==> config.mk <==
export PLATFORM = sky130hd
export DESIGN_NAME = descrambler
export DESIGN_NICKNAME = d
export VERILOG_FILES = /design/src/rtl/descrambler.sv
export SDC_FILE = /design/constraint.sdc
export NUM_CORES = 1
export LEC_CHECK = 0
export BUFFER_PORTS_ARGS = -buffer_cell sky130_fd_sc_hd__buf_4
export CELL_PAD_IN_SITES_DETAIL_PLACEMENT = 0
export CELL_PAD_IN_SITES_GLOBAL_PLACEMENT = 1
export CORE_MARGIN = 5
export CORE_UTILIZATION = 43
export DETAILED_ROUTE_END_ITERATION = 10
export PLACE_DENSITY_LB_ADDON = 0.1
export SLEW_MARGIN = 20
export SYNTH_ARGS = -nofsm -noshare
export SYNTH_HDL_FRONTEND = slang
export SYNTH_SLANG_ARGS = --single-unit
==> constraint.sdc <==
create_clock -name clk_i -period 1.71 [get_ports clk_i]
set_input_delay 0.171 -clock clk_i [delete_from_list [all_inputs] [get_ports clk_i]]
set_output_delay 0.171 -clock clk_i [all_outputs]
set_load 0.01 [all_outputs]
==> src/rtl/descrambler.sv <==
// Receive-side PCIe Gen1/Gen2 lane descrambler: strips the X^16+X^5+X^4+X^3+1
// keystream, re-aligns the LFSR on COM, pauses it on SKP, and tracks lock.
module descrambler (
  input  logic       clk_i,
  input  logic       rst_ni,
  input  logic [7:0] data_i,
  input  logic       k_i,
  input  logic       valid_i,
  output logic       ready_o,
  input  logic       disable_i,
  input  logic       resync_i,
  output logic [7:0] data_o,
  output logic       k_o,
  output logic       valid_o,
  input  logic       ready_i,
  output logic       sync_o,
  output logic [7:0] skp_cnt_o
);

  localparam logic [15:0] SEED    = 16'hFFFF;
  localparam logic [7:0]  COM_SYM = 8'hBC;
  localparam logic [7:0]  SKP_SYM = 8'h1C;

  typedef enum logic {UNSYNC, SYNC} state_t;

  state_t      state;
  logic [15:0] lfsr;
  logic [15:0] lfsr_adv;
  logic [7:0]  key;
  logic        accept;
  logic        is_com;
  logic        is_skp;

  // One Galois step of the transmit polynomial.
  function automatic logic [15:0] lfsr_step(input logic [15:0] q);
    return {q[14:5], q[4] ^ q[15], q[3] ^ q[15], q[2] ^ q[15], q[1], q[0], q[15]};
  endfunction

  // Key bit i is the LFSR MSB before step i; the byte consumes eight steps.
  always_comb begin
    logic [15:0] q;
    q   = lfsr;
    key = '0;
    for (int i = 0; i < 8; i++) begin
      key[i] = q[15];
      q      = lfsr_step(q);
    end
    lfsr_adv = q;
  end

  // The output register can take a new symbol when empty or being drained.
  assign ready_o = !valid_o || ready_i;
  assign accept  = valid_i && ready_o;
  assign is_com  = k_i && (data_i == COM_SYM);
  assign is_skp  = k_i && (data_i == SKP_SYM);

  always_ff @(posedge clk_i or negedge rst_ni) begin
    if (!rst_ni) begin
      state     <= UNSYNC;
      lfsr      <= SEED;
      valid_o   <= 1'b0;
      data_o    <= '0;
      k_o       <= 1'b0;
      sync_o    <= 1'b0;
      skp_cnt_o <= '0;
    end else begin
      // NOTE: non-blocking assignments throughout; a later assignment to the
      // same register in this block overrides the default drain below.
      if (ready_o) valid_o <= 1'b0;

      if (accept) begin
        unique case (state)
          UNSYNC: begin
            // Until aligned, everything but COM is discarded.
            if (is_com) begin
              valid_o <= 1'b1;
              data_o  <= data_i;
              k_o     <= 1'b1;
              lfsr    <= SEED;
              state   <= SYNC;
              sync_o  <= 1'b1;
            end
          end
          SYNC: begin
            valid_o <= 1'b1;
            k_o     <= k_i;
            if (is_com) begin
              data_o <= data_i;
              lfsr   <= SEED;
            end else if (is_skp) begin
              data_o    <= data_i;
              skp_cnt_o <= skp_cnt_o + 8'd1;
            end else if (k_i) begin
              data_o <= data_i;
              lfsr   <= lfsr_adv;
            end else begin
              data_o <= disable_i ? data_i : (data_i ^ key);
              lfsr   <= lfsr_adv;
            end
          end
          default: ;
        endcase
      end

      // Loss of lock wins over a COM arriving in the same cycle.
      if (resync_i) begin
        state  <= UNSYNC;
        sync_o <= 1'b0;
      end
    end
  end

endmodule

==> results.json, run 1 <==
{
  "insertion_delay_ns": 0.29,
  "die_x_um": 75.23,
  "min_path_type": "in2reg",
  "cts_buffers": 5,
  "multiInputGateArea_sq_um": 857.1,
  "crit_path_start_kind": "flip-flop",
  "rr_endpoint": "skp_cnt_o[1]",
  "drtIter0Drc": 42,
  "rrSetupSlack_ns": 0.12,
  "area_growth_pct": 26.47,
  "final_cell_mix": "43 x buf_4, 28 x xnor2_1, 20 x dfrtp_1",
  "antenna_found_initial": 0,
  "grt_pass1_vias": 1322,
  "clockBufferDepth": 2,
  "synthDistinctLibCells": 30,
  "grt.overflow.total": 0,
  "cap_violations": 0,
  "cts_tree": "yes",
  "setup_viol": 0,
  "clock_skew_ns": 0.007709,
  "worstPathArrival_ns": 1.76,
  "holdPathEnd": "state",
  "r2r_start": "valid_o",
  "status": "complete, no violations",
  "crit_path_max_fanout": 5,
  "netlist_area_sq_um": 1829,
  "ios": 35,
  "synth_seq_cells": 36,
  "postPlaceCellArea_sq_um": 2211,
  "gp_congestion": 0.7869,
  "drive_above_1_share": 0.4388,
  "dp_hpwl_mm": 2.774,
  "drc": 0,
  "place_inst": 237,
  "clock_sinks": 36,
  "grt_max_degree": 37,
  "reg2reg_depth": 4,
  "clk_pin_slew_ns": 0.07,
  "antenna_cells": 0,
  "crit_required_ns": 1.88,
  "cts_resized": 0,
  "power_leakage_uw": 0.001017,
  "initial_core_util": 0.4508,
  "power_density_nw_per_um2": 886.1,
  "critPathKind": "reg2reg",
  "seq_area_frac_synth": 0.5034,
  "core_area_sq_um": 4058,
  "ir_drop_uv": 619.1,
  "grtUsageTotal": 0.1454,
  "first_pass_iters": 4,
  "final_area_sq_um": 2313,
  "htreeDepth": 2,
  "holdPathStages": 2,
  "viasPerCell": 5.146,
  "fin_crit_sh": 0.9299,
  "ys.warnings.count": 0,
  "cts_root_buf": "clkbuf_8",
  "min_from": "resync_i",
  "slew_violations": 0,
  "timing.fmax_ghz": 0.6289,
  "routed_wl_mm": 3.704,
  "syn_avg_cell_area_sq_um": 12.03,
  "rows": 23,
  "synth_fp_nets": 168,
  "final_common_cell": "buf_4",
  "fillCellCount": 340,
  "slew_headroom": 0.6957,
  "regArea_sq_um": 920.9,
  "vias": 1266,
  "rsz0062_at_grt": "false",
  "stdcell_count": 246,
  "final_nets": 211,
  "syn_inst": 152,
  "postRouteAntennaNets": 0,
  "end_kind": "flip-flop",
  "fin_crit_ns": 1.590,
  "die_area_sq_um": 5659,
  "hold_violations": 0,
  "die_h_um": 75.23,
  "grt_pass1_wl_mm": 6.182,
  "portBuffers": 34,
  "worstMarginPinSlew_ns": 0.4565,
  "wl_per_cell_um": 15.06
}
[critical path, cell delays in order (launching register included)]
cell	delay, ns
dfrtp_1	0.38
nand2b_1	0.15
nand3_1	0.22
or3_4	0.44
mux2_4	0.30
[sequential cells by signal (all words and copies together) (netlist names)]
signal,count
state,1
skp_cnt_o,8
data_o,8
lfsr,16
valid_o,1
k_o,1
sync_o,1
[routing by layer]
layer | vias up | global-route usage | share of wire
li1 | 615 | - | -
met4 | 0 | 0.04660 | 0.013
met5 | - | 0 | 0
met2 | 26 | 0.2369 | 0.50
met1 | 618 | 0.1871 | 0.43
met3 | 7 | 0.04139 | 0.060
[area by class of cell]
type | instances | area share
Clock buffer | 6 | 0.03569
Clock inverter | 2 | 0.004327
Inverter | 2 | 0.003245
Multi-Input combinational cell | 104 | 0.3705
Sequential cell | 36 | 0.3981
Tap cell | 50 | 0.02704
Timing Repair Buffer | 46 | 0.1612
[synthesized netlist by cell type]
cell type | n | area (sq um)
nor2_1 | 2 | 7.510
o22ai_2 | 1 | 12.51
nor4_1 | 1 | 6.260
nand2_1 | 8 | 30.03
nor3b_1 | 1 | 7.510
and4_1 | 1 | 8.760
nand2b_1 | 2 | 12.51
a21oi_1 | 3 | 15.01
buf_2 | 2 | 10.01
mux2_2 | 8 | 90.09
mux2_4 | 1 | 15.01
xnor2_1 | 28 | 245.2
or2_2 | 2 | 12.51
dfstp_2 | 16 | 420.4
and2_1 | 2 | 12.51
nand4b_4 | 1 | 23.77
nor4_4 | 1 | 21.27
o22a_1 | 16 | 140.1
xor2_1 | 9 | 78.83
inv_1 | 2 | 7.510
nand4_1 | 5 | 31.28
buf_4 | 1 | 7.510
clkbuf_1 | 7 | 26.28
or3_1 | 2 | 12.51
o21ai_2 | 2 | 17.52
ha_1 | 1 | 12.51
and3_1 | 2 | 12.51
or3_4 | 1 | 11.26
nand3_1 | 4 | 20.02
dfrtp_1 | 20 | 500.5
[power breakdown]
part	internal [uW]	switching, uW
clock	321	299
combinational	228	153
sequential	967	82.0
[metrics by stage]
step           total power (uW)   TNS (ns)  hold WS (ns)  worst slack, ns  utilization
2_1_floorplan              1312          0       -0.1246          0.06103            -
5_1_grt                    2172          0       0.01646          0.02832       0.5702
3_3_place_gp               1434          0        0.1430          0.01645       0.5449
4_1_cts                    2091          0       0.02345           0.1084       0.5702
6_report                   2050          0       0.03545           0.1199       0.5702
3_5_place_dp               1450  -0.002078        0.1560        -0.002078       0.5449
[worst max-delay path by stage]
| stage | startpoint | end | slack [ns] | depth (start not counted) |
|---|---|---|---|---|
| 6_report | valid_o | skp_cnt_o[1] | 0.12 | 4 |
| 2_1_floorplan | data_i[6] | skp_cnt_o[1] | 0.06 | 5 |
| 3_3_place_gp | data_i[6] | skp_cnt_o[1] | 0.02 | 5 |
| 5_1_grt | valid_o | skp_cnt_o[1] | 0.03 | 4 |
| 3_5_place_dp | data_i[6] | skp_cnt_o[1] | -0.002 | 5 |
| 4_1_cts | valid_o | skp_cnt_o[1] | 0.11 | 4 |
[kinds of logic after synthesis]
kind of cell,count (synthesis),share of synthesized area
XOR/XNOR,37,0.1772
flip-flops,36,0.5034
AND/OR/NAND/NOR,35,0.1259
AO/OA/AOI/OAI,22,0.1012
buffers and inverters,12,0.02805
multiplexers,9,0.05746
adder cells (fa/ha/maj),1,0.006839
[repair_timing]
| action | in CTS | in global routing |
|---|---|---|
| endpoints found under the hold margin | 20 | 0 |
| setup buffers | 0 | 0 |
| hold buffers | 1 | 0 |
(Power assumes the default switching activity.)
==> run 2, diff against run 1 <==
- ABC_AREA: unset -> 1
- CORE_UTILIZATION: 43 -> 40
==> results.json, run 2 <==
{
  "status": "complete, no violations",
  "antenna_cells": 0,
  "worstPathArrival_ns": 1.67,
  "crit_path_start_kind": "flip-flop",
  "postRouteAntennaNets": 0,
  "syn_inst": 327,
  "regMostFlops": "lfsr",
  "cts_tree": "yes",
  "ios": 35,
  "portBuffers": 34,
  "min_from": "resync_i",
  "clk_pin_slew_ns": 0.08,
  "grt_pass1_vias": 1934,
  "critPathKind": "reg2reg",
  "cp_slowest_stage_delay_ns": 0.48,
  "wl_met3_um": 333,
  "fillCellCount": 585,
  "synth_edf_count": 0,
  "viasPerCell": 4.685,
  "area_growth_pct": 19.86,
  "slowest_stage": "dfrtp_1",
  "netlist_area_sq_um": 2268,
  "fin_crit_sh": 0.8730,
  "r2r_start": "state",
  "timing.fmax_ghz": 0.6698,
  "final_cell_mix": "140 x nand2_1, 41 x buf_4, 40 x nand3_1",
  "crit_required_ns": 1.89,
  "setup_viol": 0,
  "synth_commonest_cells": "140 x nand2_1, 40 x nand3_1, 38 x inv_1",
  "rows": 27,
  "clockBufferDepth": 2,
  "setup_ws_ns": 0.2171,
  "wl_met1_mm": 2.610,
  "die_x_um": 85.31,
  "core_area_sq_um": 5507,
  "wl_per_cell_um": 12.50,
  "syn_avg_cell_area_sq_um": 6.937,
  "grt.overflow.total": 0,
  "dr_wl_met2_mm": 2.464,
  "final_core_util": 0.4938,
  "ys.warnings.count": 0,
  "clock_skew_ns": 0.005070,
  "crit_path_max_fanout": 8,
  "rsz0062_at_grt": "false",
  "grtUsageTotal": 0.1611,
  "top_layer": "met4",
  "htreeDepth": 2,
  "power_leakage_uw": 0.001473,
  "die_h_um": 85.31,
  "ir_drop_uv": 378.8,
  "fin_tns_setup_ns": 0,
  "initial_core_util": 0.4120,
  "rrSetupSlack_ns": 0.22,
  "reg.largest.list": "lfsr x16, data_o x8, skp_cnt_o x8",
  "synth_ff_type": "dfrtp_1",
  "antenna_found_initial": 0,
  "dp_slack_ns": 0.1865,
  "power_density_nw_per_um2": 783.1,
  "slew_headroom": 0.6871,
  "cp_common_cell": "nand2_1",
  "cap_violations": 0,
  "cts_root_buf": "clkbuf_8",
  "routed_wl_mm": 5.474,
  "startpoint": "state",
  "grt_max_degree": 37,
  "gp_congestion": 0.8358,
  "insertion_delay_ns": 0.29,
  "drtIter0Drc": 113,
  "stdcell_count": 438,
  "clock_sinks": 36,
  "final_common_cell": "nand2_1",
  "drive_above_1_share": 0.2049,
  "cts_buffers": 5,
  "end_kind": "flip-flop",
  "crit_end": "skp_cnt_o[1]",
  "synth.most_common_cell": "nand2_1",
  "dp_hpwl_mm": 4.131,
  "synth_fp_nets": 343,
  "yosysTopAreaCell": "nand2_1",
  "vias": 2052,
  "synth_top_area_frac": 0.2317,
  "largest_reg_flops": 16,
  "seq_area_frac_synth": 0.4060,
  "cp_cell_sequence": "inv_1 -> a21oi_2 -> buf_4 -> nand2_1 -> nand2_1 -> nand2_1",
  "drc": 0,
  "synthDistinctLibCells": 23,
  "p_total_uw": 2129,
  "final_nets": 381,
  "ys_async_sr_fraction": 1.000,
  "synth_seq_cells": 36,
  "reg2reg_depth": 6,
  "first_pass_iters": 4,
  "fin_crit_ns": 1.493,
  "place_inst": 429,
  "rr_endpoint": "skp_cnt_o[1]",
  "die_area_sq_um": 7277,
  "slew_violations": 0,
  "hold_violations": 0,
  "min_path_type": "in2reg",
  "worstMarginPinSlew_ns": 0.4694,
  "yosys-top-cells-area": "nand2_1 23%, dfrtp_1 22%, dfstp_2 19%",
  "grt_pass1_wl_mm": 9.308
}
-- run 2: changes by cell type in the layout (fill, tap and decap cells not counted), moves of 10 or more --
| cell | change |
|---|---|
| inv_1 | +36 |
| nand2_1 | +132 |
| nand3_1 | +36 |
| nor2_1 | +18 |
| o21ai_0 | +10 |
| o22a_1 | -16 |
| xnor2_1 | -24 |
-- run 2: how the worst min path moves through the flow --
| stage | to | cells past startpoint |
|---|---|---|
| floorplan | data_o[0] | 0 |
| global placement | k_o | 1 |
| detailed placement | k_o | 1 |
| CTS | sync_o | 2 |
| global route | sync_o | 2 |
| finish | sync_o | 2 |
-- run 2: timing repair --
| item | in CTS | in global routing |
|---|---|---|
| endpoints found under the setup margin | 0 | 1 |
| hold buffers | 1 | 0 |
| setup buffers | 0 | 0 |
| hold endpoints to repair | 20 | 0 |
| resized for setup | 0 | 1 |
-- run 2: cells by family (layout without fill, tap and decap cells) --
logic type                 Yosys count  count (layout)  synth area share
buffers and inverters               49              88           0.09377
adders and majority gates            1               1          0.005515
AOI/OAI and AO/OA                   13              13           0.03530
and+or+nand+nor                    213             213            0.4015
DFF                                 36              36            0.4060
xor gates and xnor gates            15              15           0.05791
-- run 2: per-layer routing --
layer  global-route usage  vias up
met4              0.05324        0
met5                    0        -
li1                     -     1078
met1               0.2179      926
met2               0.2585       43
met3              0.03010        5
-- run 2: worst max-delay path: cells and delay by family (launching register included) --
kind                   cells  cell delay [ns]
AO/OA/AOI/OAI              1             0.17
buffers and inverters      2             0.38
flip-flops                 1             0.48
AND/OR/NAND/NOR            3             0.35
-- run 2: through the flow --
stage	area, sq um	hold WS [ns]
4_1_cts	2714	0.02789
2_1_floorplan	2268	-0.1246
3_3_place_gp	2596	0.1623
3_5_place_dp	2596	0.1614
5_1_grt	2719	0.03275
6_report	2719	0.03643
-- run 2: report_power, final --
group	switching [uW]	internal, uW
Clock	313	433
Combinational	209	147
Sequential	79.2	949
-- run 2: area by class of cell --
type | count | area [sq um] | share of cell area
tap | 72 | 90.09 | 0.03313
multi-input combinational | 242 | 1140 | 0.4192
inverter | 38 | 142.6 | 0.05246
clock buffer | 6 | 72.57 | 0.02669
clock inverter | 2 | 35.03 | 0.01289
timing repair buffer | 42 | 317.8 | 0.1169
sequential | 36 | 920.9 | 0.3387
==> run 3, diff against run 2 <==
- CELL_PAD_IN_SITES_GLOBAL_PLACEMENT: 1 -> 2
- CORE_UTILIZATION: 40 -> 31
==> results.json, run 3 (synthesis gave the netlist of run 2 again) <==
{
  "slew_violations": 0,
  "ir_drop_uv": 368.4,
  "swShare": 0.2883,
  "portBuffers": 34,
  "p_sw_uw": 619.4,
  "power_density_nw_per_um2": 784.7,
  "grtUsageTotal": 0.1411,
  "fin_crit_sh": 0.8686,
  "power_frac_seq": 0.478,
  "crit_path_start_kind": "flip-flop",
  "worstMarginPinSlew_ns": 0.4970,
  "setup_viol": 0,
  "final_common_cell": "nand2_1",
  "final_core_util": 0.3815,
  "wl_per_cell_um": 12.82,
  "reg.largest.list": "lfsr x16, data_o x8, skp_cnt_o x8",
  "gp_congestion": 0.7580,
  "postPlaceCellArea_sq_um": 2615,
  "final_cell_mix": "140 x nand2_1, 40 x nand3_1, 39 x buf_4",
  "routed_wl_mm": 5.935,
  "status": "complete, no violations",
  "fin_crit_ns": 1.485,
  "slowest_stage": "dfrtp_1",
  "worstPathArrival_ns": 1.72,
  "grt_pass1_wl_mm": 9.970,
  "cap_violations": 0,
  "end_kind": "flip-flop",
  "antenna_cells": 0,
  "cp_cell_sequence": "inv_1 -> a21oi_4 -> buf_4 -> nand3_1 -> nand2_1",
  "final_area_sq_um": 2738,
  "rsz0062_at_grt": "false",
  "core_area_sq_um": 7176,
  "grt_pass1_vias": 1992,
  "cp_top_family": "flip-flops",
  "grt.overflow.total": 0,
  "hold_violations": 0,
  "viasPerCell": 4.460,
  "initial_core_util": 0.3161,
  "cp_slowest_stage_delay_ns": 0.49,
  "first_pass_iters": 4,
  "crit_buf_inv": 2,
  "pwr-share-clk": 0.356,
  "min_path_type": "in2reg",
  "htreeDepth": 2,
  "clockBufferDepth": 2,
  "power_leakage_uw": 0.001464,
  "critPathKind": "reg2reg",
  "rows": 31,
  "area_growth_pct": 20.68,
  "antenna_found_initial": 0,
  "crit_required_ns": 1.95,
  "largest_reg_flops": 16,
  "vias": 2065,
  "regMostFlops": "lfsr",
  "fin_tns_setup_ns": 0,
  "timing.fmax_ghz": 0.6733,
  "grt_max_degree": 37,
  "final_nets": 379,
  "cts_root_buf": "clkbuf_8",
  "drive_above_1_share": 0.2005,
  "fillCellCount": 797,
  "insertion_delay_ns": 0.29,
  "clock_sinks": 36,
  "combPwrFrac": 0.166,
  "slew_headroom": 0.6687,
  "drtIter0Drc": 77,
  "ios": 35,
  "clk_pin_slew_ns": 0.08,
  "cts_tree": "yes",
  "die_h_um": 95.54,
  "stdcell_count": 463,
  "postRouteAntennaNets": 0,
  "drc": 0,
  "place_inst": 454,
  "post_cts_buffers": 0,
  "p_int_uw": 1529,
  "dp_hpwl_mm": 4.415,
  "crit_path_max_fanout": 10,
  "die_area_sq_um": 9128,
  "clock_skew_ns": 0.008274,
  "cts_buffers": 5,
  "die_x_um": 95.54
}
## run 3: power groups by stage
stage          Sequential (uW)  Clock, uW  Combinational, uW
6_report                  1030        765                357
5_1_grt                   1040        822                422
4_1_cts                   1030        787                366
3_5_place_dp              1040          0                363
3_3_place_gp              1040          0                359
2_1_floorplan             1000          0                256
## run 3: final timing paths
check | cells past startpoint | from | end | slack, ns
max | 5 | state | lfsr[1] | 0.22
min | 2 | resync_i | sync_o | 0.03
max reg2reg | 5 | state | lfsr[1] | 0.22
min reg2reg | 2 | lfsr[7] | lfsr[7] | 0.46
max in group asynchronous | 2 | rst_ni | lfsr[14] | 0.94
min in group asynchronous | 2 | rst_ni | sync_o | 0.41
## run 3: metal layers
| metal | global-route usage | part of all wire | up-vias |
|---|---|---|---|
| li1 | - | - | 1075 |
| met1 | 0.1862 | 0.48 | 948 |
| met2 | 0.2334 | 0.47 | 38 |
| met3 | 0.02841 | 0.044 | 4 |
| met4 | 0.03910 | 0.0064 | 0 |
| met5 | 0 | 0 | - |
## run 3: cell type report
type / instances / area (sq um) / share of cell area
clock buffers: 6 / 72.57 / 0.02651
multi-input cells: 242 / 1140 / 0.4164
flip-flops and latches: 36 / 920.9 / 0.3364
well taps: 99 / 123.9 / 0.04525
repair buffers: 40 / 302.8 / 0.1106
inverters: 38 / 142.6 / 0.05210
clock inverters: 2 / 35.03 / 0.01280
## run 3: metrics by stage
step                hold slack [ns]  total power (uW)  setup slack, ns
detailed placement           0.1802              1406           0.1695
finish                      0.03123              2148           0.2247
CTS                         0.02338              2181           0.1437
floorplan                   -0.1246              1258           0.3658
global route                0.02873              2282           0.1036
global placement             0.1811              1404           0.1710
## run 3: timing repair
action / in CTS / in global routing
endpoints found under the hold margin: 20 / 0
gates resized for setup: 0 / 1
hold buffers: 1 / 0
endpoints found under the setup margin: 0 / 2
